--- src/rtl/int_ctrl_pkg.sv ---
// Shared constants for the interrupt controller: register offsets inside the
// device slot, FSM state codes and CTRL/STATUS bit positions.
package int_ctrl_pkg;

  localparam logic [1:0] REG_MASK = 2'd0;
  localparam logic [1:0] REG_PEND = 2'd1;
  localparam logic [1:0] REG_MODE = 2'd2;
  localparam logic [1:0] REG_CTRL = 2'd3;

  localparam logic [1:0] S_IDLE = 2'd0;
  localparam logic [1:0] S_REQ  = 2'd1;
  localparam logic [1:0] S_SERV = 2'd2;

  localparam int CLAIM_BIT = 0;
  localparam int EOI_BIT   = 1;
  localparam int BUSY_BIT  = 31;
  localparam int STATE_LSB = 4;

endpackage

--- src/rtl/int_ctrl_if.sv ---
// Bridge-side register bus of the interrupt controller slot.
interface int_ctrl_if;

  logic        we;
  logic [1:0]  addr;
  logic [31:0] wd;
  logic [31:0] rd;

  modport master (output we, output addr, output wd, input rd);
  modport slave  (input we, input addr, input wd, output rd);

endinterface

--- src/rtl/int_ctrl_prio_enc.sv ---
// Lowest-index-first priority encoder: bit 0 has the highest priority.
module int_prio_enc #(
  parameter int N_SRC = 6,
  parameter int ID_W  = 3
) (
  input  logic [N_SRC-1:0] req,
  output logic [ID_W-1:0]  id,
  output logic             valid
);

  // Scan from the top down so the lowest set index is the last one written.
  always_comb begin
    id    = '0;
    valid = 1'b0;
    for (int i = N_SRC - 1; i >= 0; i--) begin
      if (req[i]) begin
        id    = ID_W'(i);
        valid = 1'b1;
      end
    end
  end

endmodule

--- src/rtl/int_ctrl.sv ---
// Programmable interrupt controller: per-source pending latch (edge or level),
// mask, fixed-priority winner selection and a claim/EOI service sequencer
// driving a one-hot registered hwint to the CPU.
module int_ctrl
  import int_ctrl_pkg::*;
#(
  parameter int N_SRC = 6,
  parameter int ID_W  = 3
) (
  input  logic             clk,
  input  logic             rst,
  input  logic [N_SRC-1:0] irq_in,
  int_ctrl_if.slave        bus,
  output logic [N_SRC-1:0] hwint
);

  logic [N_SRC-1:0] mask;
  logic [N_SRC-1:0] pending;
  logic [N_SRC-1:0] mode;
  logic [N_SRC-1:0] irq_d;
  logic [1:0]       state;
  logic [ID_W-1:0]  cur_id;

  logic [N_SRC-1:0] eligible;
  logic [ID_W-1:0]  win_id;
  logic             win_vld;

  logic             wr_mask, wr_pend, wr_mode, wr_ctrl;
  logic             claim_act, eoi_act;
  logic [N_SRC-1:0] rise, clr, mode_sw, edge_nxt, pend_nxt;
  logic [1:0]       state_nxt;
  logic [ID_W-1:0]  id_nxt;
  logic [N_SRC-1:0] hwint_nxt;
  logic [31:0]      ctrl_rd;
  logic             unused_wd;

  assign eligible = pending & mask;

  int_prio_enc #(.N_SRC(N_SRC), .ID_W(ID_W)) u_enc (
    .req   (eligible),
    .id    (win_id),
    .valid (win_vld)
  );

  assign wr_mask = bus.we && (bus.addr == REG_MASK);
  assign wr_pend = bus.we && (bus.addr == REG_PEND);
  assign wr_mode = bus.we && (bus.addr == REG_MODE);
  assign wr_ctrl = bus.we && (bus.addr == REG_CTRL);

  // CLAIM only acts while a request is actually being presented; EOI only in service.
  assign claim_act = wr_ctrl && bus.wd[CLAIM_BIT] && (state == S_REQ) && win_vld;
  assign eoi_act   = wr_ctrl && bus.wd[EOI_BIT] && (state == S_SERV);

  assign unused_wd = ^bus.wd[31:N_SRC];

  // Pending update: edge bits latch rises (a rise beats any clear), level bits follow irq_in.
  always_comb begin
    rise     = irq_in & ~irq_d;
    clr      = (wr_pend ? bus.wd[N_SRC-1:0] : '0)
             | (claim_act ? (N_SRC'(1) << cur_id) : '0);
    mode_sw  = wr_mode ? (bus.wd[N_SRC-1:0] & ~mode) : '0;
    edge_nxt = (pending & ~clr) | rise;
    pend_nxt = ((mode & edge_nxt) | (~mode & irq_in)) & ~mode_sw;
  end

  // Service sequencer: IDLE -> REQ on any eligible source, REQ -> SERV on CLAIM, SERV -> IDLE on EOI.
  always_comb begin
    state_nxt = state;
    id_nxt    = cur_id;
    case (state)
      S_IDLE: begin
        if (win_vld) begin
          state_nxt = S_REQ;
          id_nxt    = win_id;
        end
      end
      S_REQ: begin
        if (!win_vld) begin
          state_nxt = S_IDLE;
        end else if (claim_act) begin
          state_nxt = S_SERV;
        end else begin
          id_nxt = win_id;
        end
      end
      S_SERV: begin
        if (eoi_act) begin
          state_nxt = S_IDLE;
        end
      end
      default: state_nxt = S_IDLE;
    endcase
    hwint_nxt = (state_nxt == S_REQ) ? (N_SRC'(1) << id_nxt) : '0;
  end

  // Register state; everything clears asynchronously on reset.
  always_ff @(posedge clk or negedge rst) begin
    if (!rst) begin
      mask    <= '0;
      pending <= '0;
      mode    <= '0;
      irq_d   <= '0;
      state   <= S_IDLE;
      cur_id  <= '0;
      hwint   <= '0;
    end else begin
      if (wr_mask) mask <= bus.wd[N_SRC-1:0];
      if (wr_mode) mode <= bus.wd[N_SRC-1:0];
      pending <= pend_nxt;
      irq_d   <= irq_in;
      state   <= state_nxt;
      cur_id  <= id_nxt;
      hwint   <= hwint_nxt;
    end
  end

  // Combinational register read-back for the addressed word.
  always_comb begin
    ctrl_rd                   = '0;
    ctrl_rd[BUSY_BIT]         = (state != S_IDLE);
    ctrl_rd[STATE_LSB +: 2]   = state;
    ctrl_rd[ID_W-1:0]         = cur_id;
    case (bus.addr)
      REG_MASK: bus.rd = 32'(mask);
      REG_PEND: bus.rd = 32'(pending);
      REG_MODE: bus.rd = 32'(mode);
      default:  bus.rd = ctrl_rd;
    endcase
  end

endmodule

--- src/flat_wrapper.sv ---
// flat-port wrapper written by rule: the top's interface ports become plain ports
module int_ctrl_flat import int_ctrl_pkg::*;
#(
  parameter int N_SRC = 6,
  parameter int ID_W  = 3
)
  (clk, rst, irq_in, hwint, bus_we, bus_addr, bus_wd, bus_rd);
  int_ctrl_if bus_i ();
  input  logic clk;
  input  logic rst;
  input  logic [N_SRC-1:0] irq_in;
  output logic [N_SRC-1:0] hwint;
  input wire logic [$bits(bus_i.we)-1:0] bus_we;
  input wire logic [$bits(bus_i.addr)-1:0] bus_addr;
  input wire logic [$bits(bus_i.wd)-1:0] bus_wd;
  output wire logic [$bits(bus_i.rd)-1:0] bus_rd;
  assign bus_i.we = bus_we;
  assign bus_i.addr = bus_addr;
  assign bus_i.wd = bus_wd;
  assign bus_rd = bus_i.rd;
  int_ctrl #(.N_SRC(N_SRC), .ID_W(ID_W)) u_core (.clk(clk), .rst(rst), .irq_in(irq_in), .bus(bus_i), .hwint(hwint));
endmodule
--- config.mk ---
export PLATFORM = sky130hd
export DESIGN_NAME = int_ctrl_flat
export DESIGN_NICKNAME = d
export VERILOG_FILES = /design/src/rtl/int_ctrl_pkg.sv /design/src/rtl/int_ctrl_if.sv /design/src/rtl/int_ctrl_prio_enc.sv /design/src/rtl/int_ctrl.sv /design/src/flat_wrapper.sv
export SDC_FILE = /design/constraint.sdc
export NUM_CORES = 1
export LEC_CHECK = 0
export CAP_MARGIN = 30
export CORE_AREA = 2 2 74 76
export CTS_CLUSTER_DIAMETER = 120
export DETAILED_ROUTE_END_ITERATION = 8
export DIE_AREA = 0 0 76 78
export PLACE_DENSITY = 0.74
export SYNTH_ARGS = -nofsm -noshare
export SYNTH_HDL_FRONTEND = slang
export SYNTH_SLANG_ARGS = --single-unit
--- constraint.sdc ---
create_clock -name clk -period 1.7 [get_ports clk]
set_clock_uncertainty 0.15 [all_clocks]
set_input_delay 0.51 -clock clk [delete_from_list [all_inputs] [get_ports clk]]
set_output_delay 0.51 -clock clk [all_outputs]
set_load 0.05 [all_outputs]
==> out/metrics.cfg <==
[worst_setup_path]
cp_slowest_cell = mux4_2
worstPathCellList = buf_8 -> buf_8 -> mux4_2 -> buf_8
reg2reg_slack_ns = 0.01
cp-end-kind = output port
crit_path_max_fanout = 5
cp_top_family = multiplexers
worstPathRequired_ns = 1.04
crit_path_start_kind = input port
critPathKind = input port to output port
cp_slowest_stage_delay_ns = 0.53
reg2reg_depth = 6
crit_top_cell = buf_8
cp.arrival_ns = 1.39
crit_cells = 4
cp.buffers_inverters = 3

[sta]
rsz0062_at_grt = yes
hold_violations = 0
setup_viol_count_final = 7
worst_slack_ns = -0.353
slew_viol_final = 0
fmax_ghz = 0.487
min_period_ns = 2.05
period_share_pct = 121
setup_tns_ns = -2.06

[die]
rows = 26
die_area_mm2 = 0.00593
die_h_um = 78
fp.dieW_um = 76
boundaryPins = 81
initial_utilization_pct = 37.0
core-area_mm2 = 0.00504

[run]
max_cap_violations = 0

[layout]
nets = 299
area_growth_pct = 50.5
fillers = 430
num_antenna_cells = 0
layout-drive-gt1-share_pct = 39.6

[power_and_ir_drop]
peakVddDrop_mv = 0.431
total_power_mw = 3.47
p_leak_nw = 1.28
p_per_area_mw_per_mm2 = 1230

[synthesis]
ys_async_sr_fraction_pct = 100
syn_area_mm2 = 0.00187
synth_warnings = 0
yosysUniqueCellTypes = 41
synth-main-ff-cell = dfrtp_1
synthTopCellsByArea = dfrtp_1, buf_4, nand2_1, mux4_2, mux2_2
syn_inst = 178
synth.avg_cell_area_um2 = 10.5
yosysMostFrequentCell = nand2_1
yosys.area.top_type = dfrtp_1
synth-seq-cells = 35
synth_edf_count = 0
ys_seq_area_share_pct = 46.9
synth.top_cells.by_count = nand2_1, dfrtp_1, buf_4, nand3_1
synth_top_area_share_pct = 46.9

[clocking]
cts_made_buffers = 5
cts-root-buf = clkbuf_8
clk_latency_ns = 0.29
cts_sinks = 35
cts_tree = yes
cts.hold.buffers_added = 0
clk_path_buf_depth = 2
htreeDepth = 2
clk_pin_slew_ns = 0.06

[global_routing]
antenna_found_initial = 0
grt_pass1_vias = 1509
grt_max_degree = 36
grt_pass1_wl_um = 7400
grt-ovfl-total = 0
grtUsageTotal_pct = 16.0

[drt]
drc_errors = 0
first_pass_iters = 4
postRouteWirelength_um = 4630
via_per_inst = 4.76
drt_iter0_drc = 102
routedWlPerCell_um = 14.3
ant_nets = 0
vias = 1548

[run_status]
violations = setup timing
status = finished with violations

[place]
routabilityCongestion = 0.903
dp_hpwl_um = 3310
portBuffers = 29

[worst_hold_path]
worstHoldPathCells = 3
min_path_type = register to register

==> tightest hold or removal path, delay by kind of cell, from the launching register on <==
| family | cells | cell delay (ns) |
|---|---|---|
| and+or+nand+nor | 1 | 0.05 |
| DFF | 1 | 0.32 |
| AOI/OAI and AO/OA | 2 | 0.15 |
==> flip-flops by register name, indices dropped and copies added (netlist names) <==
name            flops
u_core.hwint        6
u_core.mask         6
u_core.pending      6
u_core.irq_d        6
u_core.cur_id       3
u_core.state        2
u_core.mode         6
==> logic make-up after synthesis <==
kind of cell	count (synthesis)	synth area share [%]
multiplexers	13	11.0
other	1	0.201
AND/OR/NAND/NOR	74	20.5
buffers and inverters	29	11.0
AO/OA/AOI/OAI	26	10.4
flip-flops	35	46.9
==> layer usage <==
metal / global-route usage, % / vias to the layer above / wire [um]
met3: 5.47 / 9 / 258
li1: - / 738 / -
met1: 19.7 / 745 / 1900
met4: 3.27 / 0 / 69
met2: 27.5 / 56 / 2410
met5: 0 / - / 0
==> final timing paths <==
path,from,end
setup / recovery,bus_addr[0],bus_rd[1]
hold / removal,u_core.irq_d[1],u_core.pending[1]
setup reg to reg,u_core.mask[1],u_core.state[1]
hold reg to reg,u_core.irq_d[1],u_core.pending[1]
max in group asynchronous,rst,u_core.irq_d[1]
min in group asynchronous,rst,u_core.irq_d[5]
==> placed cells by master, fill, tap and decap left out, types with 2 or more instances in the layout <==
master and instances:
a21oi_1 3, a22o_4 2, and3b_1 2, buf_12 9
buf_4 37, buf_6 13, buf_8 3, clkbuf_8 5
clkdlybuf4s50_1 12, conb_1 25, dfrtp_1 35, dlygate4sd2_1 2
mux2_2 6, mux4_2 5, nand2_1 41, nand3_1 7
nor2_1 3, nor3_2 2, o211ai_1 6, o21ai_1 6
==> what timing repair did <==
action,4_1_cts,5_1_grt
endpoints found under the setup margin,36,18
cloned,1,0
gates resized for setup,31,21
pin swaps,4,17
setup buffers,6,10
==> metrics by stage <==
step                hold slack (ns)  utilization (%)  instance area [um^2]  setup WS (ns)  std cells
finish                        0.418             55.7                  2810         -0.353        325
global route                  0.449             55.7                  2810         -0.375        325
CTS                           0.409             53.0                  2670         -0.380        319
detailed placement            0.398             49.1                  2480         -0.942        307
global placement              0.380             49.1                  2480         -0.877        307
floorplan                    0.0644                -                  1990         -0.225        202
==> final cells by class <==
type                    count  area [um^2]  share of cell area, %
multi-input cells         138          986                   35.1
flip-flops and latches     35          876                   31.2
repair buffers             76          787                   28.0
well taps                  70         87.6                   3.12
clock buffers               6         72.6                   2.58
==> report_power, final <==
group / total [mW] / internal, mW / leakage, nW / switching (mW)
clock: 0.552 / 0.273 / 0.0371 / 0.279
sequential: 1.11 / 0.995 / 0.429 / 0.120
combinational: 1.80 / 0.848 / 0.812 / 0.953
Note: power is estimated with default switching activity, not from simulation.
